==> src/rtl/regfile_write_arbiter.sv <==
// Register file write-port arbiter: round-robin sharing of the single write
// port between NUM_REQ writeback sources, plus a sequencer that sweeps zero
// into every architectural register except the hardwired zero register.
module regfile_write_arbiter #(
    parameter int unsigned NUM_REQ  = 4,
    parameter int unsigned DATA_W   = 64,
    parameter int unsigned ADDR_W   = 5,
    parameter int unsigned ZERO_REG = 31
) (
    input  logic                      clk,
    input  logic                      reset,
    input  logic [NUM_REQ-1:0]        req_valid,
    output logic [NUM_REQ-1:0]        req_ready,
    input  logic [NUM_REQ*ADDR_W-1:0] req_addr,
    input  logic [NUM_REQ*DATA_W-1:0] req_data,
    input  logic                      clear_start,
    output logic                      clear_busy,
    output logic                      clear_done,
    output logic                      regWrite,
    output logic [ADDR_W-1:0]         writeRegister,
    output logic [DATA_W-1:0]         writeData
);

    localparam int unsigned PTR_W      = (NUM_REQ > 1) ? $clog2(NUM_REQ) : 1;
    localparam int unsigned NUM_REGS   = 32'(1) << ADDR_W;
    localparam int unsigned FIRST_ADDR = (ZERO_REG == 0) ? 1 : 0;
    localparam int unsigned LAST_ADDR  = (ZERO_REG == NUM_REGS - 1) ? NUM_REGS - 2 : NUM_REGS - 1;

    localparam logic [0:0] ST_ARB   = 1'b0;
    localparam logic [0:0] ST_CLEAR = 1'b1;

    // State and registered outputs
    logic [0:0]        state;
    logic [PTR_W-1:0]  ptr;
    logic [ADDR_W-1:0] cnt;

    // Next-state values
    logic [0:0]        state_nx;
    logic [PTR_W-1:0]  ptr_nx;
    logic [ADDR_W-1:0] cnt_nx;
    logic              we_nx;
    logic [ADDR_W-1:0] waddr_nx;
    logic [DATA_W-1:0] wdata_nx;
    logic              busy_nx;
    logic              done_nx;

    // Arbitration intermediates
    logic [PTR_W:0]    rot;
    logic              grant_any;
    logic [PTR_W-1:0]  grant_idx;
    logic              grant;
    logic [ADDR_W-1:0] sel_addr;
    logic [DATA_W-1:0] sel_data;

    // Round-robin search: first valid requester at or after the pointer, with wrap
    always_comb begin
        rot       = '0;
        grant_any = 1'b0;
        grant_idx = '0;
        for (int unsigned k = 0; k < NUM_REQ; k++) begin
            rot = {1'b0, ptr} + (PTR_W+1)'(k);
            if (rot >= (PTR_W+1)'(NUM_REQ)) begin
                rot = rot - (PTR_W+1)'(NUM_REQ);
            end
            if (!grant_any && req_valid[rot[PTR_W-1:0]]) begin
                grant_any = 1'b1;
                grant_idx = rot[PTR_W-1:0];
            end
        end
    end

    // Grant only in ARB and only when no clear is being requested this cycle
    always_comb begin
        grant     = grant_any && (state == ST_ARB) && !clear_start;
        req_ready = '0;
        if (grant) begin
            req_ready[grant_idx] = 1'b1;
        end
        sel_addr = req_addr[grant_idx*ADDR_W +: ADDR_W];
        sel_data = req_data[grant_idx*DATA_W +: DATA_W];
    end

    // Next-state and next-output logic for arbitration and clear sweep
    always_comb begin
        state_nx = state;
        ptr_nx   = ptr;
        cnt_nx   = cnt;
        we_nx    = 1'b0;
        waddr_nx = writeRegister;
        wdata_nx = writeData;
        busy_nx  = 1'b0;
        done_nx  = 1'b0;

        case (state)
            ST_ARB: begin
                if (clear_start) begin
                    state_nx = ST_CLEAR;
                    cnt_nx   = ADDR_W'(FIRST_ADDR);
                    busy_nx  = 1'b1;
                end else if (grant) begin
                    ptr_nx = (grant_idx == PTR_W'(NUM_REQ - 1)) ? '0 : grant_idx + PTR_W'(1);
                    // Writes aimed at the hardwired zero register complete but are dropped
                    if (sel_addr != ADDR_W'(ZERO_REG)) begin
                        we_nx    = 1'b1;
                        waddr_nx = sel_addr;
                        wdata_nx = sel_data;
                    end
                end
            end

            ST_CLEAR: begin
                we_nx    = 1'b1;
                waddr_nx = cnt;
                wdata_nx = '0;
                if (cnt == ADDR_W'(LAST_ADDR)) begin
                    state_nx = ST_ARB;
                    done_nx  = 1'b1;
                end else begin
                    busy_nx = 1'b1;
                    cnt_nx  = cnt + ADDR_W'(1);
                    if (cnt_nx == ADDR_W'(ZERO_REG)) begin
                        cnt_nx = cnt + ADDR_W'(2);
                    end
                end
            end

            default: begin
                state_nx = ST_ARB;
            end
        endcase
    end

    // State register and registered write-port / status outputs
    always_ff @(posedge clk or negedge reset) begin
        if (!reset) begin
            state         <= ST_ARB;
            ptr           <= '0;
            cnt           <= '0;
            regWrite      <= 1'b0;
            writeRegister <= '0;
            writeData     <= '0;
            clear_busy    <= 1'b0;
            clear_done    <= 1'b0;
        end else begin
            state         <= state_nx;
            ptr           <= ptr_nx;
            cnt           <= cnt_nx;
            regWrite      <= we_nx;
            writeRegister <= waddr_nx;
            writeData     <= wdata_nx;
            clear_busy    <= busy_nx;
            clear_done    <= done_nx;
        end
    end

endmodule
==> config.mk <==
export PLATFORM = sky130hd
export DESIGN_NAME = regfile_write_arbiter
export DESIGN_NICKNAME = d
export VERILOG_FILES = /design/src/rtl/regfile_write_arbiter.sv
export SDC_FILE = /design/constraint.sdc
export NUM_CORES = 1
export LEC_CHECK = 0
export BUFFER_PORTS_ARGS = -buffer_cell sky130_fd_sc_hd__buf_4
export CORE_AREA = 2 2 140 142
export CTS_CLUSTER_SIZE = 25
export DETAILED_ROUTE_END_ITERATION = 12
export DIE_AREA = 0 0 142 144
export SYNTH_ARGS = -nofsm -noshare
export SYNTH_HDL_FRONTEND = slang
export SYNTH_SLANG_ARGS = --single-unit
==> constraint.sdc <==
create_clock -name clk -period 5 [get_ports clk]
set_input_delay 1.5 -clock clk [delete_from_list [all_inputs] [get_ports clk]]
set_output_delay 1.5 -clock clk [all_outputs]
set_load 0.03 [all_outputs]
==> impl_results.md <==
- Run status: completed
- Placer congestion estimate: 0.805
- Die H: ~140 um
- TritonCTS Buffers: 9
- Post-synth top area share: 31.8%
- Final WL: 22200 um
- DIE AREA: 20400 sq um
- Synth top cells by count: nand2_1 (332), dfrtp_1 (79), inv_1 (68), nand3_1 (68), o211ai_1 (64)
- Achievable frequency: 0.225 GHz
- Synthesis-to-layout area growth: 49.9%
- Vias: just under 7000
- WL per Instance: approximately 16 um
- Cells after Synth: between 800 and 900
- Dpl hpwl: approximately 16000 um
- Post-route ant nets: 0
- CP max stage delay: approximately 0.54 ns
- Starting density of the core: around a third
- Cts repair resizes: 0
- Most common cell in the netlist: nand2_1
- Clock skew: 0.00346 ns
- GRT Util Overall: 21.2%
- Net Count, Synth: 1138
- Final Worst Setup Slack: 0.548 ns
- Site Rows: 51
- Mean Syn Cell Area: 7.33 sq um
- Setup TNS: 0 ns
- CTS Hold Bufs: 0
- Post-route cell area: 9310 sq um
- Seq cells post-synth: just under 80
- Sequential area share after synthesis: 31.8%
- Slew Limit Fails: 0
- Post-layout util: 48.8%
- Slew headroom: 26.7%
- Tot Pwr: 3130 uW
- Synth warnings: 0
- Post-synth EDFFs: 0
- Max-cap viol count: 0
- Latest clock arrival within the worst-skew pair: 0.34 ns
- Die width: 142 um
- RSZ-0062 raised after global routing: no
- Post-DR vias/cell: 4.90
- CP max-delay cell: nor3b_1
- Reg clk slew, reported paths: approximately 0.060 ns
- Setup Fix Bufs, Post-CTS: 0
- Critical Path Source Type: input port
- Vias in the first global route: about 6500
- Nets: between 1000 and 1500
- Crit path top cell by count: buf_4
- Leakage: between 0.004 and 0.005 uW
- Core ar.: 19100 sq um
- Critical Path RT: 3.50 ns
- Total gr overflow: 0
- Syn Std Cell Area: just over 6000 sq um
- Min Tclk post-route: 4.45 ns
- Share of cells above drive strength 1: 37.5%
- Post-place setup slack: 0.554 ns
- First-pass GRT wire length: 34400 um
- DRC: 0
- H-tree levels: 3
- Crit path kind: input port to output port
- Synth top area cells: dfrtp_1 (32%), nand2_1 (20%), o32ai_2 (7.9%)
- CP Max Fanout: 16
- First-pass detailed-route iteration total: 4
- Peak supply drop: 0.163 mV
- Worst Path Buf+Inv: 3
- Post-synth ARST share: 100%
- Initial antenna violation count: 0
- Slew @ Worst Pin: 1.10 ns
- Clk buf depth: 2
- Root Buffer: clkbuf_16
- Final Cycle Share: 89.0%
- Worst path top cell family by delay: simple AND/OR/NAND/NOR gates
- Hold Vio Cnt, Final: 0
- # diodes: 0
- Worst setup EP type: output port
- Ys flop type: dfrtp_1
- CTS tree: done
- Placed Area: 9000 sq um
- Synth cell types: 44
- Cell taking the most area after synthesis: dfrtp_1
- Worst EP arrival: just under 3 ns
- Iter 0 DRT Violations: 306
- PwrDens: 336 nW/um^2
- I/O pin cnt: about 360
- HP Class: register to register
- Largest net degree at the start of global routing: 85
- Final Setup Violations: 0
- Input/output buffers: 358
- Sink Count: 79
- Critical Path, Cell by Cell: buf_4 -> nor3b_1 -> a311oi_4 -> buf_4 -> ha_1 -> and2_1 -> buf_4
-- state kept, by name, indices dropped and copies added, names as in the netlist --
register / count
ptr: 2
regWrite: 1
cnt: 5
writeRegister: 5
state: 1
clear_done: 1
writeData: 64
-- metrics by stage --
stage          hold WS [ns]  instances
2_1_floorplan         0.501        847
3_3_place_gp          0.490       1381
3_5_place_dp          0.508       1381
4_1_cts               0.521       1397
5_1_grt               0.554       1397
6_report              0.518       1397
-- layer usage --
layer | global-route usage [%] | share of wire, %
met4 | 5.26 | 1.7
met1 | 26.4 | 42
met5 | 0 | 0
met3 | 4.70 | 5.7
met2 | 37.2 | 51
-- area by class of cell --
type	instances	area, sq um
fillers	1977	9770
multi-input cells	625	3640
repair buffers	371	2820
flip-flops and latches	79	1980
well taps	238	298
inverters	68	258
clock buffers	10	229
clock inverters	6	85.1
-- cells by family (layout without fill, tap and decap cells) --
| logic type | count (synthesis) | in the layout | synth area share (%) |
|---|---|---|---|
| and+or+nand+nor | 438 | 438 | 29.6 |
| AOI/OAI and AO/OA | 159 | 159 | 23.9 |
| buffers and inverters | 143 | 455 | 9.83 |
| DFF | 79 | 79 | 31.8 |
| muxes | 17 | 17 | 2.82 |
| adders and majority gates | 8 | 8 | 1.61 |
| xor gates and xnor gates | 3 | 3 | 0.423 |
-- worst reg2reg max path: stages (launching register included) --
cell,delay [ns]
dfrtp_1,0.47
nor3b_1,0.56
a311oi_4,0.04
buf_4,0.25
mux2i_1,0.19
mux2_2,0.23
nor3b_4,0.08
a21oi_4,0.71
buf_12,0.34
o32ai_1,0.16
-- power breakdown --
group / leakage [uW] / switching [uW] / internal, uW
Combinational: 0.00327 / 1020 / 610
Sequential: 0.00107 / 85.7 / 714
Clock: 0.000148 / 269 / 436
-- final timing paths --
| kind | from | endpoint | slack, ns | cells after the start |
|---|---|---|---|---|
| max | req_valid[0] | req_ready[3] | 0.55 | 7 |
| min in group asynchronous | reset | clear_done$_DFF_PN0_ | 1.30 | 1 |
| min | writeRegister[4]$_DFFE_PN0P_ | writeRegister[4]$_DFFE_PN0P_ | 0.52 | 1 |
| max in group asynchronous | reset | state$_DFF_PN0_ | 2.93 | 1 |
| max reg2reg | ptr[1]$_DFFE_PN0P_ | writeData[46]$_DFFE_PN0P_ | 1.82 | 9 |
| min reg2reg | writeRegister[4]$_DFFE_PN0P_ | writeRegister[4]$_DFFE_PN0P_ | 0.52 | 1 |
-- placed cells by master (no fill, tap or decap), types with 3 or more instances in the layout --
master / count
buf_4: 368
nand2_1: 332
dfrtp_1: 78
nand3_1: 68
inv_1: 67
o211ai_1: 64
o32ai_1: 34
o32ai_2: 30
mux2i_1: 13
a21oi_1: 11
nor2_1: 9
clkbuf_16: 9
ha_1: 8
o21ai_0: 6
and2_1: 5
mux2_2: 4
or2_2: 3
nand2b_1: 3
nor3_1: 3
nor2b_1: 3
buf_12: 3
No activity file was read; power rests on OpenSTA's default activity.
